==> config.mk <==
export PLATFORM = sky130hd
export DESIGN_NAME = rf8_4b_host_ctrl_flat
export DESIGN_NICKNAME = d
export VERILOG_FILES = /design/src/rtl/rf8_4b_host_ctrl_if.sv /design/src/rtl/rf8_4b_host_ctrl.sv /design/src/flat_wrapper.sv
export SDC_FILE = /design/constraint.sdc
export NUM_CORES = 1
export LEC_CHECK = 0
export CAP_MARGIN = 20
export CORE_MARGIN = 4
export CORE_UTILIZATION = 42
export DETAILED_ROUTE_END_ITERATION = 8
export PLACE_DENSITY = 0.73
export REMOVE_ABC_BUFFERS = 1
export SLEW_MARGIN = 25
export SYNTH_ARGS = -nofsm -noshare
export SYNTH_HDL_FRONTEND = slang
export SYNTH_SLANG_ARGS = --single-unit
==> constraint.sdc <==
create_clock -name clk -period 4.1 [get_ports clk]
set_input_delay 1.23 -clock clk [delete_from_list [all_inputs] [get_ports clk]]
set_output_delay 1.23 -clock clk [all_outputs]
set_load 0.01 [all_outputs]
==> src/rtl/rf8_4b_host_ctrl_if.sv <==
// Client-side command and response channels of the 8x4 register-file controller.
// The client drives through master; the controller sits on slave.
interface rf8_4b_host_ctrl_if;
    logic       cmd_valid;
    logic       cmd_ready;
    logic       cmd_wr;
    logic [2:0] cmd_addr;
    logic [3:0] cmd_data;
    logic       rsp_valid;
    logic       rsp_ready;
    logic [3:0] rsp_data;

    modport master (
        output cmd_valid, cmd_wr, cmd_addr, cmd_data, rsp_ready,
        input  cmd_ready, rsp_valid, rsp_data
    );

    modport slave (
        input  cmd_valid, cmd_wr, cmd_addr, cmd_data, rsp_ready,
        output cmd_ready, rsp_valid, rsp_data
    );
endinterface

==> src/rtl/rf8_4b_host_ctrl.sv <==
// Owns every port of an 8-entry x 4-bit register file: optional clear sweep after
// reset, then one client read or write at a time with a held read response.
module rf8_4b_host_ctrl #(
    parameter bit         CLEAR_ON_RESET = 1'b1,
    parameter logic [3:0] INIT_VAL       = 4'h0
) (
    input  logic                      clk,
    input  logic                      rst,
    rf8_4b_host_ctrl_if.slave         bus,
    output logic                      init_busy,
    output logic [2:0]                rf_wrAddr,
    output logic [3:0]                rf_wrVal,
    output logic                      rf_wrEn,
    output logic [2:0]                rf_rdAddr,
    input  logic [3:0]                rf_rdVal
);
    typedef enum logic [2:0] {
        ST_INIT  = 3'd0,
        ST_IDLE  = 3'd1,
        ST_WRITE = 3'd2,
        ST_READ  = 3'd3,
        ST_RESP  = 3'd4
    } state_t;

    state_t     state_q, state_d;
    logic [2:0] cnt_q, cnt_d;
    logic       cmd_ready_q, cmd_ready_d;
    logic       rsp_valid_q, rsp_valid_d;
    logic [3:0] rsp_data_q, rsp_data_d;
    logic       init_busy_q, init_busy_d;
    logic       wr_en_q, wr_en_d;
    logic [2:0] wr_addr_q, wr_addr_d;
    logic [3:0] wr_val_q, wr_val_d;
    logic [2:0] rd_addr_q, rd_addr_d;

    always_ff @(posedge clk) begin
        if (rst) begin
            state_q     <= CLEAR_ON_RESET ? ST_INIT : ST_IDLE;
            cnt_q       <= 3'd0;
            cmd_ready_q <= 1'b0;
            rsp_valid_q <= 1'b0;
            rsp_data_q  <= 4'h0;
            init_busy_q <= CLEAR_ON_RESET;
            wr_en_q     <= 1'b0;
            wr_addr_q   <= 3'd0;
            wr_val_q    <= 4'h0;
            rd_addr_q   <= 3'd0;
        end else begin
            state_q     <= state_d;
            cnt_q       <= cnt_d;
            cmd_ready_q <= cmd_ready_d;
            rsp_valid_q <= rsp_valid_d;
            rsp_data_q  <= rsp_data_d;
            init_busy_q <= init_busy_d;
            wr_en_q     <= wr_en_d;
            wr_addr_q   <= wr_addr_d;
            wr_val_q    <= wr_val_d;
            rd_addr_q   <= rd_addr_d;
        end
    end

    always_comb begin
        state_d     = state_q;
        cnt_d       = cnt_q;
        cmd_ready_d = cmd_ready_q;
        rsp_valid_d = rsp_valid_q;
        rsp_data_d  = rsp_data_q;
        init_busy_d = init_busy_q;
        wr_en_d     = 1'b0;
        wr_addr_d   = wr_addr_q;
        wr_val_d    = wr_val_q;
        rd_addr_d   = rd_addr_q;

        case (state_q)
            ST_INIT: begin
                // A pending write with cnt back at 0 means entry 7 was just issued.
                if (wr_en_q && cnt_q == 3'd0) begin
                    init_busy_d = 1'b0;
                    cmd_ready_d = 1'b1;
                    state_d     = ST_IDLE;
                end else begin
                    wr_en_d     = 1'b1;
                    wr_addr_d   = cnt_q;
                    wr_val_d    = INIT_VAL;
                    cnt_d       = cnt_q + 3'd1;
                    init_busy_d = 1'b1;
                end
            end
            ST_IDLE: begin
                cmd_ready_d = 1'b1;
                if (bus.cmd_valid && cmd_ready_q) begin
                    cmd_ready_d = 1'b0;
                    if (bus.cmd_wr) begin
                        wr_en_d   = 1'b1;
                        wr_addr_d = bus.cmd_addr;
                        wr_val_d  = bus.cmd_data;
                        state_d   = ST_WRITE;
                    end else begin
                        rd_addr_d = bus.cmd_addr;
                        state_d   = ST_READ;
                    end
                end
            end
            ST_WRITE: begin
                cmd_ready_d = 1'b1;
                state_d     = ST_IDLE;
            end
            ST_READ: begin
                rsp_data_d  = rf_rdVal;
                rsp_valid_d = 1'b1;
                state_d     = ST_RESP;
            end
            ST_RESP: begin
                if (bus.rsp_ready) begin
                    rsp_valid_d = 1'b0;
                    cmd_ready_d = 1'b1;
                    state_d     = ST_IDLE;
                end
            end
            default: begin
                rsp_valid_d = 1'b0;
                init_busy_d = 1'b0;
                cmd_ready_d = 1'b1;
                state_d     = ST_IDLE;
            end
        endcase
    end

    assign bus.cmd_ready = cmd_ready_q;
    assign bus.rsp_valid = rsp_valid_q;
    assign bus.rsp_data  = rsp_data_q;
    assign init_busy     = init_busy_q;
    assign rf_wrEn       = wr_en_q;
    assign rf_wrAddr     = wr_addr_q;
    assign rf_wrVal      = wr_val_q;
    assign rf_rdAddr     = rd_addr_q;
endmodule

==> src/flat_wrapper.sv <==
// flat-port wrapper written by rule: the top's interface ports become plain ports
module rf8_4b_host_ctrl_flat 
#(
    parameter bit         CLEAR_ON_RESET = 1'b1,
    parameter logic [3:0] INIT_VAL       = 4'h0
)
  (clk, rst, init_busy, rf_wrAddr, rf_wrVal, rf_wrEn, rf_rdAddr, rf_rdVal, bus_cmd_valid, bus_cmd_wr, bus_cmd_addr, bus_cmd_data, bus_rsp_ready, bus_cmd_ready, bus_rsp_valid, bus_rsp_data);
  rf8_4b_host_ctrl_if bus_i ();
  input  logic clk;
  input  logic rst;
  output logic init_busy;
  output logic [2:0] rf_wrAddr;
  output logic [3:0] rf_wrVal;
  output logic rf_wrEn;
  output logic [2:0] rf_rdAddr;
  input  logic [3:0] rf_rdVal;
  input wire logic [$bits(bus_i.cmd_valid)-1:0] bus_cmd_valid;
  input wire logic [$bits(bus_i.cmd_wr)-1:0] bus_cmd_wr;
  input wire logic [$bits(bus_i.cmd_addr)-1:0] bus_cmd_addr;
  input wire logic [$bits(bus_i.cmd_data)-1:0] bus_cmd_data;
  input wire logic [$bits(bus_i.rsp_ready)-1:0] bus_rsp_ready;
  output wire logic [$bits(bus_i.cmd_ready)-1:0] bus_cmd_ready;
  output wire logic [$bits(bus_i.rsp_valid)-1:0] bus_rsp_valid;
  output wire logic [$bits(bus_i.rsp_data)-1:0] bus_rsp_data;
  assign bus_i.cmd_valid = bus_cmd_valid;
  assign bus_i.cmd_wr = bus_cmd_wr;
  assign bus_i.cmd_addr = bus_cmd_addr;
  assign bus_i.cmd_data = bus_cmd_data;
  assign bus_i.rsp_ready = bus_rsp_ready;
  assign bus_cmd_ready = bus_i.cmd_ready;
  assign bus_rsp_valid = bus_i.rsp_valid;
  assign bus_rsp_data = bus_i.rsp_data;
  rf8_4b_host_ctrl #(.CLEAR_ON_RESET(CLEAR_ON_RESET), .INIT_VAL(INIT_VAL)) u_core (.clk(clk), .rst(rst), .bus(bus_i), .init_busy(init_busy), .rf_wrAddr(rf_wrAddr), .rf_wrVal(rf_wrVal), .rf_wrEn(rf_wrEn), .rf_rdAddr(rf_rdAddr), .rf_rdVal(rf_rdVal));
endmodule
Word-level counts from Yosys, hierarchy flattened. Cells that the tools add are included.

Bits of input ports: 16. Flip-flop bits (word level): 24. Logic and storage cells: 61.

Multiplexer cells: 24. Reductions and logical operators: 13. Bitwise operators: 4. Eq/ne operators: 9. Add/sub/neg operators: 1.

Operators with widths (number): $mux W3 (6); $mux W4 (3); $pmux W3 S4 (1); $reduce_and A3 Y1 (3); $mux W1 (8); $pmux W4 S2 (1); $eq A3 B2 Y1 const B (2); $logic_not A3 Y1 (2); $ne A2 B2 Y1 const B (3); $pmux W3 S2 (1); $ne A2 B1 Y1 const B (2); $not A1 Y1 (4); $pmux W1 S2 (2); $pmux W1 S4 (1); $reduce_and A2 Y1 (2); $reduce_and A4 Y1 (1); $reduce_or A4 Y1 (1); $add A3 B1 Y3 const B (1); $eq A3 B1 Y1 const B (1); $eq A3 B3 Y1 const B (1); $pmux W1 S3 (1); $reduce_or A3 Y1 (1); $logic_and A1 B1 Y1 (2); $reduce_bool A2 Y1 (1).

Longest topological paths before layout. Gate-level depths: netlist of run 1.

Depth after elaboration: 4. Gate-level depth with buffers: 5. Gate-level depth less buffers: 5.

Worst setup path after synthesis of run 1. No wires, ideal clock.

Path kind: in2reg. From: in bus_rsp_ready. To: reg u_core.cmd_ready_q (netlist: u_core.bus.cmd_ready). Setup time: 0.119 ns. Arrival: 2.024 ns. Path slack: 1.957 ns. Buffers on the path: 0. Stages: 3. Data required time: 3.981 ns. Cell sequence: nor4b_1 -> a211oi_1 -> o221a_2.

Word-level cells in the longest chain between the ends: 2.

Ends and longest elaborated chain: start, declared (RTL line flat_wrapper.sv:21) `input wire logic [$bits(bus_i.rsp_ready)-1:0] bus_rsp_ready;`; $ne A2 B2 Y1 (no source line); $reduce_and A3 Y1 (no source line); end signal, assigned (RTL line rf8_4b_host_ctrl.sv:51) `cmd_ready_q <= cmd_ready_d;`; end, declared (RTL line rf8_4b_host_ctrl.sv:27) `logic cmd_ready_q, cmd_ready_d;`.

No other way between the ends. A chain may end at the register's enable or synchronous reset.

==> impl_summary.txt, run 1 <==
----------------------------------------------------
[Global route]
  Via count of the first global-routing pass ... 917
  Gr usage total ... 15.3%
  Global-route wire length before repair ... 4170 um
  Number of antenna violations at the first check in global routing ... 0
  Maximum number of pins on one net before global-route repair ... 21
  Total global routing overflow ... 0

[Final layout]
  Proportion of layout cells with a drive suffix above 1 ... 7.69%
  Count of nets after finishing ... 162
  Leading cell types in the layout, fill and taps excluded ... sky130_fd_sc_hd__clkdlybuf4s50_1 (33), sky130_fd_sc_hd__dfxtp_1 (24), sky130_fd_sc_hd__nand2_1 (9)
  Most common cell after layout, fill and taps aside ... sky130_fd_sc_hd__clkdlybuf4s50_1
  Number of antenna cells inserted ... 0
  Synthesis-to-finish area growth ... 32.4%

[Synthesis]
  Gate count after technology mapping ... 114
  Combined area of all synthesized cells ... 0.00109 mm2
  Avg Inst Size Synth ... 9.56 um2
  Number of distinct library cells after synthesis ... 34
  Synthesized flop and latch total ... 24
  Sequential share of the synthesized area ... 44.1%
  Count of yosys warnings during synthesis ... 0

[Routing]
  Length of the first detailed-routing pass in iterations ... 4
  Total length of routed wires ... 2520 um
  Via count of the routed design ... 967
  Number of violations reported at the end of detailed-routing iteration 0 ... 25
  Met3 wire length ... 163 um
  Detail-routed net length per standard cell ... 14.6 um
  Number of routed nets with antenna violations ... 0
  Total length of routed met2 wires ... 1170 um
  Number of remaining DRC errors ... 0
  Highest routed layer ... met4
  Number of vias per cell after detailed routing ... 5.59
  Routed length on met1 ... 1170 um

[STA]
  Share of the cycle needed by the critical path after routing ... 66.4%
  Worst setup skew after layout ... 0.00835 ns
  Achievable frequency ... 367 MHz
  Setup violations, final ... 0
  Hold violation count in the final report ... 0
  RSZ-0062 raised after global routing ... no
  Worst Max-Slew Pin Slew ... 0.786 ns
  Worst relative slew slack ... 47.4%
  Clock period minus worst slack ... 2.72 ns
  Aggregate negative setup slack ... 0 ns
  Number of pins with negative max-slew slack in the final report ... 0

[Worst hold path]
  Type of the most critical hold path ... register to register

[Floorplanning]
  Core region area ... 0.00248 mm2
  Row count ... 18
  DIE WIDTH ... 58.9 um
  Height of the die ... 58.9 um
  Total die area ... 0.00347 mm2
  Top-Level Pins ... 34
  Initial standard-cell utilization of the core ... 44.0%

[Critical path]
  Critical path class ... primary input to register
  Critical path peak fanout ... 20
  Kind of end point of the critical path ... register
  Category of the worst setup path launch point ... primary input
  Library cell contributing the largest single delay on the critical path ... sky130_fd_sc_hd__clkdlybuf4s50_1
  CP cell instances ... clkdlybuf4s50_1, nor4b_1, nand2_1, mux2i_1
  Data arrival time of the critical path ... 2.96 ns
  Required time of the critical path ... 4.34 ns
  Worst path max stage delay ... 0.81 ns

[Clock network]
  CTS Buffer Depth ... 2
  TritonCTS clock tree ... yes
  Number of CTS-inserted buffers ... 3
  Root Buffer Master ... sky130_fd_sc_hd__clkbuf_4
  Post-cts resize count ... 0
  Number of H-tree levels ... 1
  Clock-pin slew on the worst setup and hold paths ... 0.12 ns
  Clock sinks ... 24
  Insertion delay to the later sink of the worst-skew pair ... 0.31 ns
  Number of setup buffers added after CTS ... 0
  Number of hold-repair buffers added at the cts stage ... 0

[Pwr]
  Leakage power ... 0.513 nW
  Total power ... 0.000792 W
  Cell Pwr Density ... 549 mW/mm2
  Maximum vdd ir drop ... 0.288 mV

[Placed design]
  Final GP Congestion ... 0.744
  Final HPWL DP ... 1920 um
  Count of buffers from port buffering ... 33

[Run status]
  Outcome ... finished clean

[Flow run]
  Max capacitance violation total ... 0

----------------------------------------------------
## cell families after synthesis
group,after synthesis,synth area share (%)
and+or+nand+nor,42,22.4
AOI/OAI and AO/OA,26,18.4
DFF,24,44.1
buffers and inverters,13,6.43
muxes,7,6.43
adders and majority gates,2,2.30
## cell type report
type / count / area, um2
well taps: 30 / 37.5
flip-flops and latches: 24 / 480
fillers: 243 / 1030
inverters: 5 / 18.8
clock buffers: 4 / 36.3
repair buffers: 33 / 330
multi-input cells: 77 / 539
## sequential cells by signal (all words and copies together), names as in the netlist
| register | flops |
|---|---|
| u_core.bus.cmd_ready | 1 |
| u_core.rf_wrVal | 4 |
| u_core.state_q | 3 |
| u_core.rf_rdAddr | 3 |
| u_core.bus.rsp_valid | 1 |
| u_core.rf_wrAddr | 3 |
| u_core.cnt_q | 3 |
| u_core.init_busy | 1 |
| u_core.rf_wrEn | 1 |
| u_core.bus.rsp_data | 4 |
## worst paths after layout
kind | start | end | slack [ns] | cells after the start
setup / recovery | rst | u_core.rf_wrVal[3]$_SDFFE_PP0P_ | 1.38 | 4
setup reg to reg | u_core.state_q[0]$_SDFFE_PP0P_ | u_core.rf_wrAddr[1]$_SDFFE_PP0P_ | 2.40 | 3
hold reg to reg | u_core.rf_wrVal[0]$_SDFFE_PP0P_ | u_core.rf_wrVal[0]$_SDFFE_PP0P_ | 0.48 | 2
hold / removal | u_core.rf_wrVal[0]$_SDFFE_PP0P_ | u_core.rf_wrVal[0]$_SDFFE_PP0P_ | 0.48 | 2
## cell usage after synthesis (all sizes together)
master / number / area (um2)
mux2i: 7 / 70.1
clkbuf: 3 / 11.3
nor3: 3 / 15.0
nor2: 7 / 26.3
a311o: 1 / 10.0
nand3: 7 / 35.0
ha: 2 / 25.0
o221ai: 1 / 8.76
or3b: 1 / 8.76
a2111oi: 1 / 15.0
nor3b: 1 / 7.51
o21ai: 7 / 35.0
or3: 2 / 17.5
buf: 5 / 40.0
inv: 5 / 18.8
and3: 1 / 6.26
nand2: 9 / 33.8
nor4: 2 / 12.5
o22ai: 1 / 20.0
a221oi: 1 / 8.76
o221a: 3 / 33.8
dfxtp: 24 / 480
or4: 1 / 7.51
nor4b: 3 / 32.5
a21oi: 8 / 40.0
and3b: 3 / 26.3
a211oi: 1 / 7.51
o2111a: 1 / 11.3
nand3b: 2 / 15.0
o211a: 1 / 10.0
## power breakdown
group          internal (W)  switching [W]
Sequential         0.000282      0.0000432
Combinational      0.000170       0.000173
Clock             0.0000542      0.0000693
Total              0.000506       0.000286
## per-stage QoR
step | util (%) | setup WS [ns] | hold slack [ns] | cell area [um2] | cells
floorplan | - | 1.96 | 0.464 | 1040 | 106
global placement | 56.8 | 1.17 | 0.448 | 1410 | 169
detailed placement | 56.8 | 1.03 | 0.463 | 1410 | 169
CTS | 58.2 | 1.37 | 0.486 | 1440 | 173
global route | 58.2 | 1.24 | 0.508 | 1440 | 173
finish | 58.2 | 1.38 | 0.484 | 1440 | 173
## per-layer routing
| layer | global-route usage (%) | up-vias |
|---|---|---|
| met5 | 0 | - |
| li1 | - | 480 |
| met1 | 20.3 | 459 |
| met4 | 3.88 | 0 |
| met2 | 24.1 | 26 |
| met3 | 4.82 | 2 |
## critical path: cells and delay by family
| family | cells | cell delay [ns] |
|---|---|---|
| and+or+nand+nor | 2 | 0.78 |
| muxes | 1 | 0.15 |
| buffers and inverters | 1 | 0.81 |
Power figures use the tool's default switching activity.
==> run 2: changes to the inputs <==
==> constraint.sdc (replaced) <==
create_clock -name clk -period 2.6 [get_ports clk]
set_input_delay 0.78 -clock clk [delete_from_list [all_inputs] [get_ports clk]]
set_output_delay 0.78 -clock clk [all_outputs]
set_load 0.01 [all_outputs]
==> run 2 against run 1 <==
  * Critical path depth is 3 lower
  * Register-to-register slack worse by 1.5 ns
  * Utilization grew 0.61 points
  * Clock skew shrank 0.0060 ns
  * Die area unchanged
  * Largest power group unchanged
==> impl_summary.txt, run 2 (same netlist as run 1, synthesis figures left out) <==
----------------------------------------------------
[Critical path]
  Library cell contributing the largest single delay on the critical path ... sky130_fd_sc_hd__clkdlybuf4s50_1 (unchanged)
  Data arrival time of the critical path ... 1.34 ns (was 2.96 ns)
  Worst path max stage delay ... 0.58 ns (was 0.81 ns)
  Crit path buffers/inverters ... 1 (unchanged)
  CP cell instances ... clkdlybuf4s50_1 (was clkdlybuf4s50_1, nor4b_1, nand2_1, mux2i_1)
  Kind of end point of the critical path ... primary output (was register)
  Category of the worst setup path launch point ... register (was primary input)
  Required time of the critical path ... 1.82 ns (was 4.34 ns)
  Critical path peak fanout ... 7 (was 20)
  Kind of cell with the highest combined delay on the critical path ... buffers and inverters (unchanged)
  Minimum setup slack among reg-to-reg paths ... 0.85 ns (was 2.40 ns)
  Critical path class ... register to primary output (was primary input to register)

[Clock network]
  Number of setup buffers added after CTS ... 0 (unchanged)
  Number of hold-repair buffers added at the cts stage ... 0 (unchanged)
  Root Buffer Master ... sky130_fd_sc_hd__clkbuf_4 (unchanged)
  Number of CTS-inserted buffers ... 3 (unchanged)
  Clock sinks ... 24 (unchanged)
  CTS Buffer Depth ... 2 (unchanged)
  Number of H-tree levels ... 1 (unchanged)
  Insertion delay to the later sink of the worst-skew pair ... 0.31 ns (about the same)
  Clock-pin slew on the worst setup and hold paths ... 0.13 ns (was 0.12 ns)
  TritonCTS clock tree ... yes (unchanged)
  Post-cts resize count ... 0 (unchanged)

[Global route]
  Total global routing overflow ... 0 (unchanged)
  Via count of the first global-routing pass ... 977 (was 917)
  Maximum number of pins on one net before global-route repair ... 20 (was 21)
  Number of antenna violations at the first check in global routing ... 0 (unchanged)
  Global-route wire length before repair ... 4380 um (was 4170 um)
  Gr usage total ... 16.1% (was 15.3%)

[Floorplanning]
  Row count ... 18 (unchanged)
  Height of the die ... 58.9 um (unchanged)
  DIE WIDTH ... 58.9 um (unchanged)
  Top-Level Pins ... 34 (unchanged)
  Total die area ... 0.00347 mm2 (unchanged)
  Initial standard-cell utilization of the core ... 44.0% (unchanged)
  Core region area ... 0.00248 mm2 (unchanged)

[Final layout]
  Filler-free cell count of the finished design ... 175 (was 173)
  Number of antenna cells inserted ... 0 (unchanged)
  Proportion of layout cells with a drive suffix above 1 ... 8.97% (was 7.69%)
  Count of nets after finishing ... 164 (was 162)
  Leading cell types in the layout, fill and taps excluded ... sky130_fd_sc_hd__clkdlybuf4s50_1 (33), sky130_fd_sc_hd__dfxtp_1 (24), sky130_fd_sc_hd__nand2_1 (9) (unchanged)
  Most common cell after layout, fill and taps aside ... sky130_fd_sc_hd__clkdlybuf4s50_1 (unchanged)
  Synthesis-to-finish area growth ... 33.8% (was 32.4%)
  Core utilization of the finished layout ... 58.8% (was 58.2%)

[Pwr]
  Cell Pwr Density ... 857 mW/mm2 (was 549 mW/mm2)
  Maximum vdd ir drop ... 0.512 mV (was 0.288 mV)
  Leakage power ... 0.523 nW (was 0.513 nW)

[STA]
  Worst relative slew slack ... 53.0% (was 47.4%)
  Worst Max-Slew Pin Slew ... 0.704 ns (was 0.786 ns)
  Worst setup skew after layout ... 0.00232 ns (was 0.00835 ns)
  Achievable frequency ... 471 MHz
  Aggregate negative setup slack ... 0 ns (unchanged)
  Hold violation count in the final report ... 0 (unchanged)
  Fin worst setup slack ... 0.475 ns (was 1.38 ns)
  Setup violations, final ... 0 (unchanged)
  Share of the cycle needed by the critical path after routing ... 81.7%
  RSZ-0062 raised after global routing ... no (unchanged)
  Number of pins with negative max-slew slack in the final report ... 0 (unchanged)
  Clock period minus worst slack ... 2.12 ns

[Routing]
  Number of remaining DRC errors ... 0 (unchanged)
  Number of vias per cell after detailed routing ... 5.53 (was 5.59)
  Length of the first detailed-routing pass in iterations ... 4 (unchanged)
  Number of routed nets with antenna violations ... 0 (unchanged)
  Total length of routed wires ... 2610 um (was 2520 um)
  Number of violations reported at the end of detailed-routing iteration 0 ... 45 (was 25)
  Via count of the routed design ... 967 (unchanged)
  Detail-routed net length per standard cell ... 14.9 um (was 14.6 um)

[Placed design]
  # placed instances ... 171 (was 169)
  Count of buffers from port buffering ... 33 (unchanged)
  Final GP Congestion ... 0.771 (was 0.744)
  Post-place setup slack ... 0.470 ns (was 1.03 ns)
  Final HPWL DP ... 1930 um (was 1920 um)

[Worst hold path]
  Type of the most critical hold path ... register to register (unchanged)

[Run status]
  Outcome ... finished clean (unchanged)

[Flow run]
  Max capacitance violation total ... 0 (unchanged)

----------------------------------------------------
[run 2: changes by cell type in the layout (fill, tap and decap cells not counted), sizes merged]
cell	before	now
buf	0	2
[run 2: path summary, 6_finish.rpt]
kind | from | to | depth (start not counted)
setup / recovery | u_core.bus.cmd_ready$_SDFFE_PP0P_ | bus_cmd_ready | 1
hold / removal | u_core.rf_wrVal[1]$_SDFFE_PP0P_ | u_core.rf_wrVal[1]$_SDFFE_PP0P_ | 2
setup reg to reg | u_core.state_q[0]$_SDFFE_PP0P_ | u_core.rf_wrAddr[1]$_SDFFE_PP0P_ | 3
hold reg to reg | u_core.rf_wrVal[1]$_SDFFE_PP0P_ | u_core.rf_wrVal[1]$_SDFFE_PP0P_ | 2
[run 2: per-stage QoR]
stage / instance area, um2 / total power, W / hold WS [ns]
floorplan: 1040 / 0.000847 / 0.464
finish: 1460 / 0.00125 / 0.482
global placement: 1420 / 0.00105 / 0.448
global route: 1460 / 0.00133 / 0.504
detailed placement: 1420 / 0.00106 / 0.455
CTS: 1460 / 0.00126 / 0.484
[run 2: power by group]
| part | internal, W | switching (W) | leakage, nW |
|---|---|---|---|
| combinational | 0.000269 | 0.000272 | 0.307 |
| sequential | 0.000444 | 0.0000685 | 0.196 |
| clock | 0.0000855 | 0.000109 | 0.0210 |
[run 2: layer usage]
layer	GRT usage [%]	wire length [um]	up-vias
met2	26.3	1240	27
met1	20.5	1190	451
met5	0	0	-
met4	4.21	14	0
li1	-	-	487
met3	4.82	163	2
[run 2: cell type report]
cell class | instances | area, um2
Clock buffer | 4 | 36.3
Fill cell | 224 | 1020
Inverter | 5 | 18.8
Multi-Input combinational cell | 77 | 539
Sequential cell | 24 | 480
Tap cell | 30 | 37.5
Timing Repair Buffer | 35 | 345
